**config.mk**
```make
export PLATFORM = sky130hd
export DESIGN_NAME = pc_branch_unit
export DESIGN_NICKNAME = d
export VERILOG_FILES = /design/src/rtl/pc_branch_unit.sv
export SDC_FILE = /design/constraint.sdc
export NUM_CORES = 1
export LEC_CHECK = 0
export CORE_MARGIN = 10
export CORE_UTILIZATION = 25
export CTS_BUF_LIST = sky130_fd_sc_hd__clkbuf_8
export DETAILED_ROUTE_END_ITERATION = 7
export DONT_BUFFER_PORTS = 1
export GPL_TIMING_DRIVEN = 0
export SLEW_MARGIN = 10
export SYNTH_ARGS = -nofsm -noshare
export SYNTH_HDL_FRONTEND = slang
export SYNTH_SLANG_ARGS = --single-unit
```
**constraint.sdc**
```tcl
create_clock -name clk -period 4.4 [get_ports clk]
set_input_delay 1.1 -clock clk [delete_from_list [all_inputs] [get_ports clk]]
set_output_delay 1.1 -clock clk [all_outputs]
set_load 0.005 [all_outputs]
```
**src/rtl/pc_branch_unit.sv**
```systemverilog
// Program counter and branch resolution for the instruction sequencer.
// Runs FETCH/EXEC/HALTED, tracks the carry flag and produces link address/strobe.
module pc_branch_unit #(
  parameter int unsigned       ADDR_W   = 32,
  parameter logic [ADDR_W-1:0] RESET_PC = '0
) (
  input  logic              clk,
  input  logic              reset,
  output logic              imem_req,
  output logic [ADDR_W-1:0] imem_addr,
  input  logic              imem_ack,
  input  logic              ex_stall,
  input  logic              unconditional,
  input  logic [2:0]        conditional,
  input  logic              AdSel,
  input  logic              DataPCSel,
  input  logic              halt,
  input  logic [ADDR_W-1:0] rs_val,
  input  logic [ADDR_W-1:0] offset,
  input  logic              carry_we,
  input  logic              carry_in,
  output logic [ADDR_W-1:0] pc,
  output logic [ADDR_W-1:0] link_addr,
  output logic              link_we,
  output logic              exec_valid,
  output logic              branch_taken,
  output logic              carry,
  output logic              halted
);

  typedef enum logic [1:0] {
    ST_FETCH  = 2'd0,
    ST_EXEC   = 2'd1,
    ST_HALTED = 2'd2
  } state_t;

  state_t            r_state;
  logic [ADDR_W-1:0] r_pc;
  logic              r_carry;

  logic              w_complete;
  logic              w_cond;
  logic              w_taken;
  logic [ADDR_W-1:0] w_pc_plus4;
  logic [ADDR_W-1:0] w_target;

  assign w_complete = (r_state == ST_EXEC) && !ex_stall;

  // Carry-based codes see the flag as it stood before this cycle's update.
  always_comb begin
    w_cond = 1'b0;
    case (conditional)
      3'b001:  w_cond = rs_val[ADDR_W-1];
      3'b010:  w_cond = (rs_val == '0);
      3'b011:  w_cond = (rs_val != '0);
      3'b100:  w_cond = r_carry;
      3'b101:  w_cond = ~r_carry;
      default: w_cond = 1'b0;
    endcase
  end

  assign w_taken    = unconditional | w_cond;
  assign w_pc_plus4 = r_pc + ADDR_W'(4);
  assign w_target   = AdSel ? rs_val : (w_pc_plus4 + (offset << 2));

  always_ff @(posedge clk or posedge reset) begin
    if (reset) begin
      r_state <= ST_FETCH;
      r_pc    <= RESET_PC;
      r_carry <= 1'b0;
    end else begin
      case (r_state)
        ST_FETCH: begin
          if (imem_ack) r_state <= ST_EXEC;
        end
        ST_EXEC: begin
          if (!ex_stall) begin
            if (carry_we) r_carry <= carry_in;
            if (halt) begin
              r_state <= ST_HALTED;
            end else begin
              r_pc    <= w_taken ? w_target : w_pc_plus4;
              r_state <= ST_FETCH;
            end
          end
        end
        ST_HALTED: r_state <= ST_HALTED;
        default:   r_state <= ST_FETCH;
      endcase
    end
  end

  assign imem_req     = (r_state == ST_FETCH);
  assign imem_addr    = r_pc;
  assign pc           = r_pc;
  assign link_addr    = w_pc_plus4;
  assign exec_valid   = (r_state == ST_EXEC);
  assign halted       = (r_state == ST_HALTED);
  assign carry        = r_carry;
  assign branch_taken = w_complete & w_taken & ~halt;
  assign link_we      = w_complete & DataPCSel & ~halt;

endmodule

```
# Word-level counts from Yosys, hierarchy flattened
# Cells that the tools add are included.
# classes
eq_ne,9
reduce_logical,8
bitwise_logic,8
add_sub_neg,2
n_mux,7
# ops
operator,n
$mux 32,2
$add 32x3->32 const B,1
$add 32x32->32,1
$logic_not 32->1,1
$reduce_bool 32->1,1
$eq 3x2->1 const B,2
$eq 3x3->1 const B,2
$mux 2,3
$pmux 2 s3,1
$reduce_and 3->1,2
$pmux 1 s5,1
$and 1x1->1,4
$eq 3x1->1 const B,1
$not 1->1,3
$eq 2x1->1 const B,1
$eq 2x2->1 const B,1
$logic_not 2->1,1
$ne 2x1->1 const B,1
$ne 2x2->1 const B,1
$reduce_and 2->1,1
$logic_and 1x1->1,1
$logic_not 1->1,1
$or 1x1->1,1
# totals
register_bits,35
in_bits,77

# Depth between registers and ports, before layout
# Gate-level depths: netlist (run 1).
# logic_depth
word_depth,5
depth_mapped,16
depth_no_buf,15

# Least setup slack after synthesis (run 1)
# Ideal clock, no wire load.
# synth_timing
kind,register to register
from,"register r_pc[2], in the netlist imem_addr[2]"
to,"register r_pc[28], in the netlist imem_addr[28]"
path_stages_with_launch,16
period_less_slack_ps,3568
path_slack_ps,832
t_required_ps,4277
n_path_buf,1
arrival_ps,3446
cell_sequence,dfrtp_1 > ha_1 > nand3_1 > nor3_1 > nand2_1 > xnor2_1 > ha_1 > clkbuf_1 > nand4_1 > a21oi_1 > a21oi_1 > nor2b_1 > o311a_1 > o41ai_2 > xor2_1 > o221a_2
# synth_via
elab_chain_len,4
# synth_lines
element,line_no,source
from (decl),38,logic [ADDR_W-1:0] r_pc;
from (signal assigned),82,r_pc <= w_taken ? w_target : w_pc_plus4;
$add 32x3->32,63,assign w_pc_plus4 = r_pc + ADDR_W'(4);
named net link_addr[12],23,"output logic [ADDR_W-1:0] link_addr,"
$add 32x32->32,64,assign w_target = AdSel ? rs_val : (w_pc_plus4 + (offset << 2));
$mux 32,64,
$mux 32,82,
# The timed path passes the listed nets, and every way through them passes these cells.
# A chain may end at the register's enable or synchronous reset.

# Final worst setup path (run 1)
# layout_timing
from,input port rs_val[0]
to,output port branch_taken
# layout_via
elab_chain_len,5
elab_cells_between_ends,6
classes_between,mux: 1; bitwise: 3; reduce/logical: 2
# layout_lines
element,line_no,source
from (decl),18,"input logic [ADDR_W-1:0] rs_val,"
$reduce_bool 32->1 / $logic_not 32->1 (equally long branches),"55, 54",
$pmux 1 s5 (*),52,case (conditional)
$or 1x1->1 (*),62,assign w_taken = unconditional | w_cond;
$and 1x1->1 (*) (2 in a row),100,assign branch_taken = w_complete & w_taken & ~halt;
to (decl),26,"output logic branch_taken,"
# Mark *: on every way between the ends. The rest lies on a longest branch, timed or not.

==> impl_metrics.toml, run 1 <==
[clocking]
cts_hold_buf = 0
clk_latency_ns = 0.31
cts_sinks = 35
cts_buffer_depth = 2
clk_transition_reported_paths_ns = 0.08
cts_buffers = 5
htree_levels = 2
cts_root_buf = "clkbuf_8"
cts_tree = "done"

[routing]
drc = 0
drtPass1Iterations = 5
vias_per_cell = 5.55
vias = 4808
dr.first_iter.drc_count = 298
wl_per_cell_um = 22.7
routed_wl_um = 19700
antenna_left = 0

[timing]
relSlewSlack_pct = 49.7
period_minus_slack_ns = 4.25
clock.fmax_ghz = 0.235
rsz0062_at_grt = "yes"
fin_hold_ws_ns = 0.464
finalSetupViolCount = 0
tightestPinTransition_ns = 0.754
fin_crit_sh_pct = 96.5
fin_setup_tns_ns = 0
skew_ns = 0.0143
slew_viol_final = 0
finalHoldViolations = 0

[critical_path]
r2r-start = "imem_addr[3]"
crit_fanout = 6
cpMaxStageDelayCell = "or4_1"
path_delay_family = "simple AND/OR/NAND/NOR gates"
worst_setup_path_start_kind = "input pin"
slowest_delay_ns = 0.55
path_buf_inv = 1
crit_chain = "nor4_1, nand4_1, or4_1, nand4_1, nand2_1, inv_2"
crit_top_cell = "nand4_1"
endpoint_kind = "output port"
arrival_ns = 3.15
crit_required_ns = 3.30
critPathLaunch = "rs_val[0]"
critPathKind = "in -> out"

[floorplanning]
rows = 49
die_area_um2 = 24400
core_um2 = 18100
boundaryPins = 179
die_w_um = 156
fp.dieH_um = 156
initial_core_util_pct = 25.6

[synthesis]
yosysSeqAreaShare_pct = 18.9
synth.avg_cell_area_um2 = 7.38
netlist_instances = 628
ys_ff_latch = 35
synth_enable_flop_cells = 0
ys.flop_type = "dfrtp_1"
syn_area_um2 = 4640
synth_fp_nets = 742
synth_cell_types = 59
synthArstFlopShare_pct = 100
yosys_warnings = 0

[place]
io_buffers = 0
dp.cells = 858
hpwl_um = 16200
place_congestion = 0.922

[status]
outcome = "completed"

[power_and_ir_drop]
powerDensity_nw_per_um2 = 683
irDropWorstVdd_mv = 0.141
p_int_mw = 1.63
power_mw = 3.55
power_frac_comb_pct = 68.7
leakagePower_nw = 2.17
clkPwrFrac_pct = 7.9
p_sw_mw = 1.92
swShare_pct = 54.1
seqPwrFrac_pct = 23.4

[grt]
grt_pass1_vias = 4584
antenna_found_initial = 0
grt_start_max_net_pins = 20
track_usage_pct = 15.3
grt_pass1_wl_um = 28600
gr-total-overflow = 0

[layout]
drive_above_1_share_pct = 12.9
fin_nets = 751
final_cells = 867
diodes = 0
seqCellArea_um2 = 877
num-fill-cells = 1948
area_growth_pct = 12.1
multi_input_area_um2 = 3400

[worst_hold_path]
min_from = "r_state[1]"
hold_path_class = "reg -> reg"

[flow_run]
cap_violations = 0
-- stage by stage --
step           instance area, um2  util, %  setup slack (ns)
2_1_floorplan                4640        -             0.832
3_3_place_gp                 4920     27.2            -0.491
3_5_place_dp                 4950     27.4            -0.497
4_1_cts                      5100     28.2            0.0472
5_1_grt                      5190     28.7           -0.0568
6_report                     5190     28.7             0.154
-- flip-flops by register name, summed over array words and instances (netlist names) --
register,flops
carry,1
imem_addr,32
r_state,2
-- final timing paths --
| path | endpoint | slack (ns) | cells past startpoint |
|---|---|---|---|
| max | branch_taken | 0.15 | 6 |
| max in group asynchronous | imem_addr[26] | 3.24 | 2 |
| max reg2reg | imem_addr[31] | 0.19 | 14 |
| min | r_state[0] | 0.46 | 1 |
| min in group asynchronous | imem_addr[14] | 0.69 | 1 |
| min reg2reg | r_state[0] | 0.46 | 1 |
-- routing by layer --
layer / track usage, % / part of all wire, % / wire [um]
met1: 17.0 / 38 / 7560
met2: 25.4 / 47 / 9300
met3: 6.67 / 12 / 2350
met4: 5.39 / 2.5 / 498
met5: 0 / 0 / 0
-- layout make-up --
type,count,area share [%]
multi-input cells,503,65.5
flip-flops and latches,35,16.9
plain buffers,65,7.42
well taps,229,5.52
clock buffers,7,1.85
inverters,22,1.59
repair buffers,5,1.11
clock inverters,1,0.145
-- placed cells by master, fill, tap and decap left out, drive strengths merged, types with 8 or more instances in the layout --
cell type,n
a211oi,10
a21o,14
a21oi,68
a31oi,8
buf,46
clkbuf,31
dfrtp,35
ha,36
inv,22
mux2i,8
nand2,61
nand3,30
nand4,20
nor2,38
nor2b,11
nor4,13
o21ai,47
xnor2,32
xor2,18
-- what timing repair did --
| action | in CTS | in global routing |
|---|---|---|
| resized for setup | 7 | 13 |
| buffers inserted | 0 | 4 |
| endpoints found under the setup margin | 14 | 15 |
| pin swaps | 0 | 2 |
-- cell families (layout without fill, tap and decap cells) --
kind of cell / after synthesis / after routing / synth area share (%)
AOI/OAI and AO/OA: 192 / 192 / 25.5
xor gates and xnor gates: 50 / 50 / 9.45
adders and majority gates: 37 / 37 / 10.1
buffers and inverters: 90 / 100 / 10.3
DFF: 35 / 35 / 18.9
muxes: 11 / 11 / 2.46
and+or+nand+nor: 213 / 213 / 23.2
-- cell usage after synthesis, drive strengths merged (10+ instances only) --
cell,n,area (um2)
nor2,38,143
ha,36,450
a21o,14,105
nor4,13,81.3
inv,22,82.6
nor2b,11,68.8
nand3,30,150
xnor2,32,280
nand4,20,125
a211oi,10,75.1
dfrtp,35,876
a21oi,68,340
nand2,61,229
o21ai,47,235
clkbuf,27,101
xor2,18,158
buf,41,295
-- power by group through the flow --
stage | registers, mW | clock network [mW] | logic (mW)
final | 0.830 | 0.282 | 2.44
after global routing | 0.868 | 0.299 | 2.71
after CTS | 0.823 | 0.288 | 2.40
after detailed placement | 0.826 | 0 | 2.37
after global placement | 0.823 | 0 | 2.35
after floorplan | 0.696 | 0 | 1.84
No activity file was read; power rests on OpenSTA's default activity.
==> run 2: changes to the inputs <==
RECOVER_POWER = 100   (was not set)
SLEW_MARGIN = not set   (was 10)
==> impl_metrics.toml, run 2 (synthesized netlist as in run 1, its figures left out) <==
[routing]
drtPass1Iterations = 5
antenna_left = 0
vias = 4822
wl_per_cell_um = 22.8
vias_per_cell = 5.56
drc = 0
dr.first_iter.drc_count = 331
routed_wl_um = 19800

[clocking]
clk_latency_ns = 0.31
htree_levels = 2
cts_sinks = 35
cts_root_buf = "clkbuf_8"
cts_buffer_depth = 2
cts_tree = "done"
cts_buffers = 5
clk_transition_reported_paths_ns = 0.08

[critical_path]
worst_setup_path_start_kind = "input pin"
critPathKind = "in -> out"
crit_fanout = 6
crit_required_ns = 3.30
arrival_ns = 3.11
endpoint_kind = "output port"

[timing]
slew_viol_final = 36
relSlewSlack_pct = -3.76
tightestPinTransition_ns = 1.55
skew_ns = 0.0142
fin_hold_ws_ns = 0.464
finalHoldViolations = 0
clock.fmax_ghz = 0.237
finalSetupViolCount = 0
period_minus_slack_ns = 4.21
fin_setup_tns_ns = 0
fin_crit_sh_pct = 95.8

[place]
hpwl_um = 16200
placed_cell_area_um2 = 4920
place_congestion = 0.922
io_buffers = 0

[grt]
grt_pass1_vias = 4555
track_usage_pct = 15.3
grt_start_max_net_pins = 36
gr-total-overflow = 0
grt_pass1_wl_um = 28700
antenna_found_initial = 0

[layout]
fin_nets = 752
seqCellArea_um2 = 878
largest_reg_flops = 32
fin_area_um2 = 5170
area_growth_pct = 11.6
final_cell_mix = "a21oi_1 (67), nand2_1 (61), o21ai_0 (45)"
fin_util_pct = 28.6
multi_input_area_um2 = 3410
final_common_cell = "a21oi_1"
diodes = 0
drive_above_1_share_pct = 11.7
num-fill-cells = 1982

[power_and_ir_drop]
clkPwrFrac_pct = 8.2
swShare_pct = 54.6
seqPwrFrac_pct = 23.4
power_frac_comb_pct = 68.4
power_mw = 3.53
p_int_mw = 1.60
irDropWorstVdd_mv = 0.119
leakagePower_nw = 2.14
powerDensity_nw_per_um2 = 683
p_sw_mw = 1.93

[floorplanning]
die_area_um2 = 24400
core_um2 = 18100
initial_core_util_pct = 25.6
die_w_um = 156
fp.dieH_um = 156
rows = 49
boundaryPins = 179

[status]
failed_checks = "max-capacitance violations, max-slew violations"
outcome = "finished, violations left"

[flow_run]
cap_violations = 1

[worst_hold_path]
hold_path_class = "reg -> reg"
run 2: cell types whose count changed in the layout (fill, tap and decap cells not counted), sizes merged:
cell | before | now
clkbuf | 31 | 55
buf | 46 | 23
run 2: path summary, 6_finish.rpt:
| check | start | endpoint | slack (ns) | depth (start not counted) |
|---|---|---|---|---|
| hold / removal | r_state[1] | r_state[0] | 0.46 | 1 |
| setup reg to reg | imem_addr[2] | imem_addr[28] | 0.19 | 16 |
| setup / recovery | rs_val[0] | branch_taken | 0.19 | 6 |
| max in group asynchronous | reset | imem_addr[2] | 2.22 | 1 |
| hold reg to reg | r_state[1] | r_state[0] | 0.46 | 1 |
| min in group asynchronous | reset | carry | 1.14 | 1 |
run 2: per-layer routing:
layer | track usage (%) | vias up | part of all wire, %
met1 | 17.0 | 2273 | 37
li1 | - | 2281 | -
met3 | 6.51 | 27 | 13
met5 | 0 | - | 0
met4 | 5.57 | 0 | 2.8
met2 | 25.6 | 241 | 47
run 2: layout make-up:
type                       instances  area share (%)
inverter                          22            1.60
clock buffer                       7            1.86
tap                              229            5.54
clock inverter                     1           0.145
sequential                        35            17.0
buffer                            67            7.16
multi-input combinational        503            65.9
timing repair buffer               4           0.822
run 2: power by group through the flow:
| stage | combinational [mW] | sequential, mW | clock [mW] |
|---|---|---|---|
| global route | 2.69 | 0.870 | 0.300 |
| finish | 2.42 | 0.828 | 0.289 |
| floorplan | 1.84 | 0.696 | 0 |
| CTS | 2.39 | 0.821 | 0.290 |
| detailed placement | 2.37 | 0.825 | 0 |
| global placement | 2.35 | 0.823 | 0 |
run 2: worst max-delay path, cell delays in order:
cell and delay [ns]:
nor4_1 0.49, nand4_1 0.28, or4_1 0.54, nand4_1 0.22, nand2_1 0.23, inv_2 0.24
run 2: stage by stage:
| step | cells | setup WS, ns |
|---|---|---|
| 2_1_floorplan | 628 | 0.832 |
| 3_3_place_gp | 857 | -0.491 |
| 3_5_place_dp | 857 | -0.503 |
| 4_1_cts | 865 | 0.0303 |
| 5_1_grt | 868 | -0.0533 |
| 6_report | 868 | 0.187 |
run 2: what timing repair did:
item / 4_1_cts / 5_1_grt
pin swaps: 0 / 6
endpoints found under the setup margin: 14 / 14
hold buffers: 0 / 0
setup buffers: 0 / 4
gates resized for setup: 5 / 18
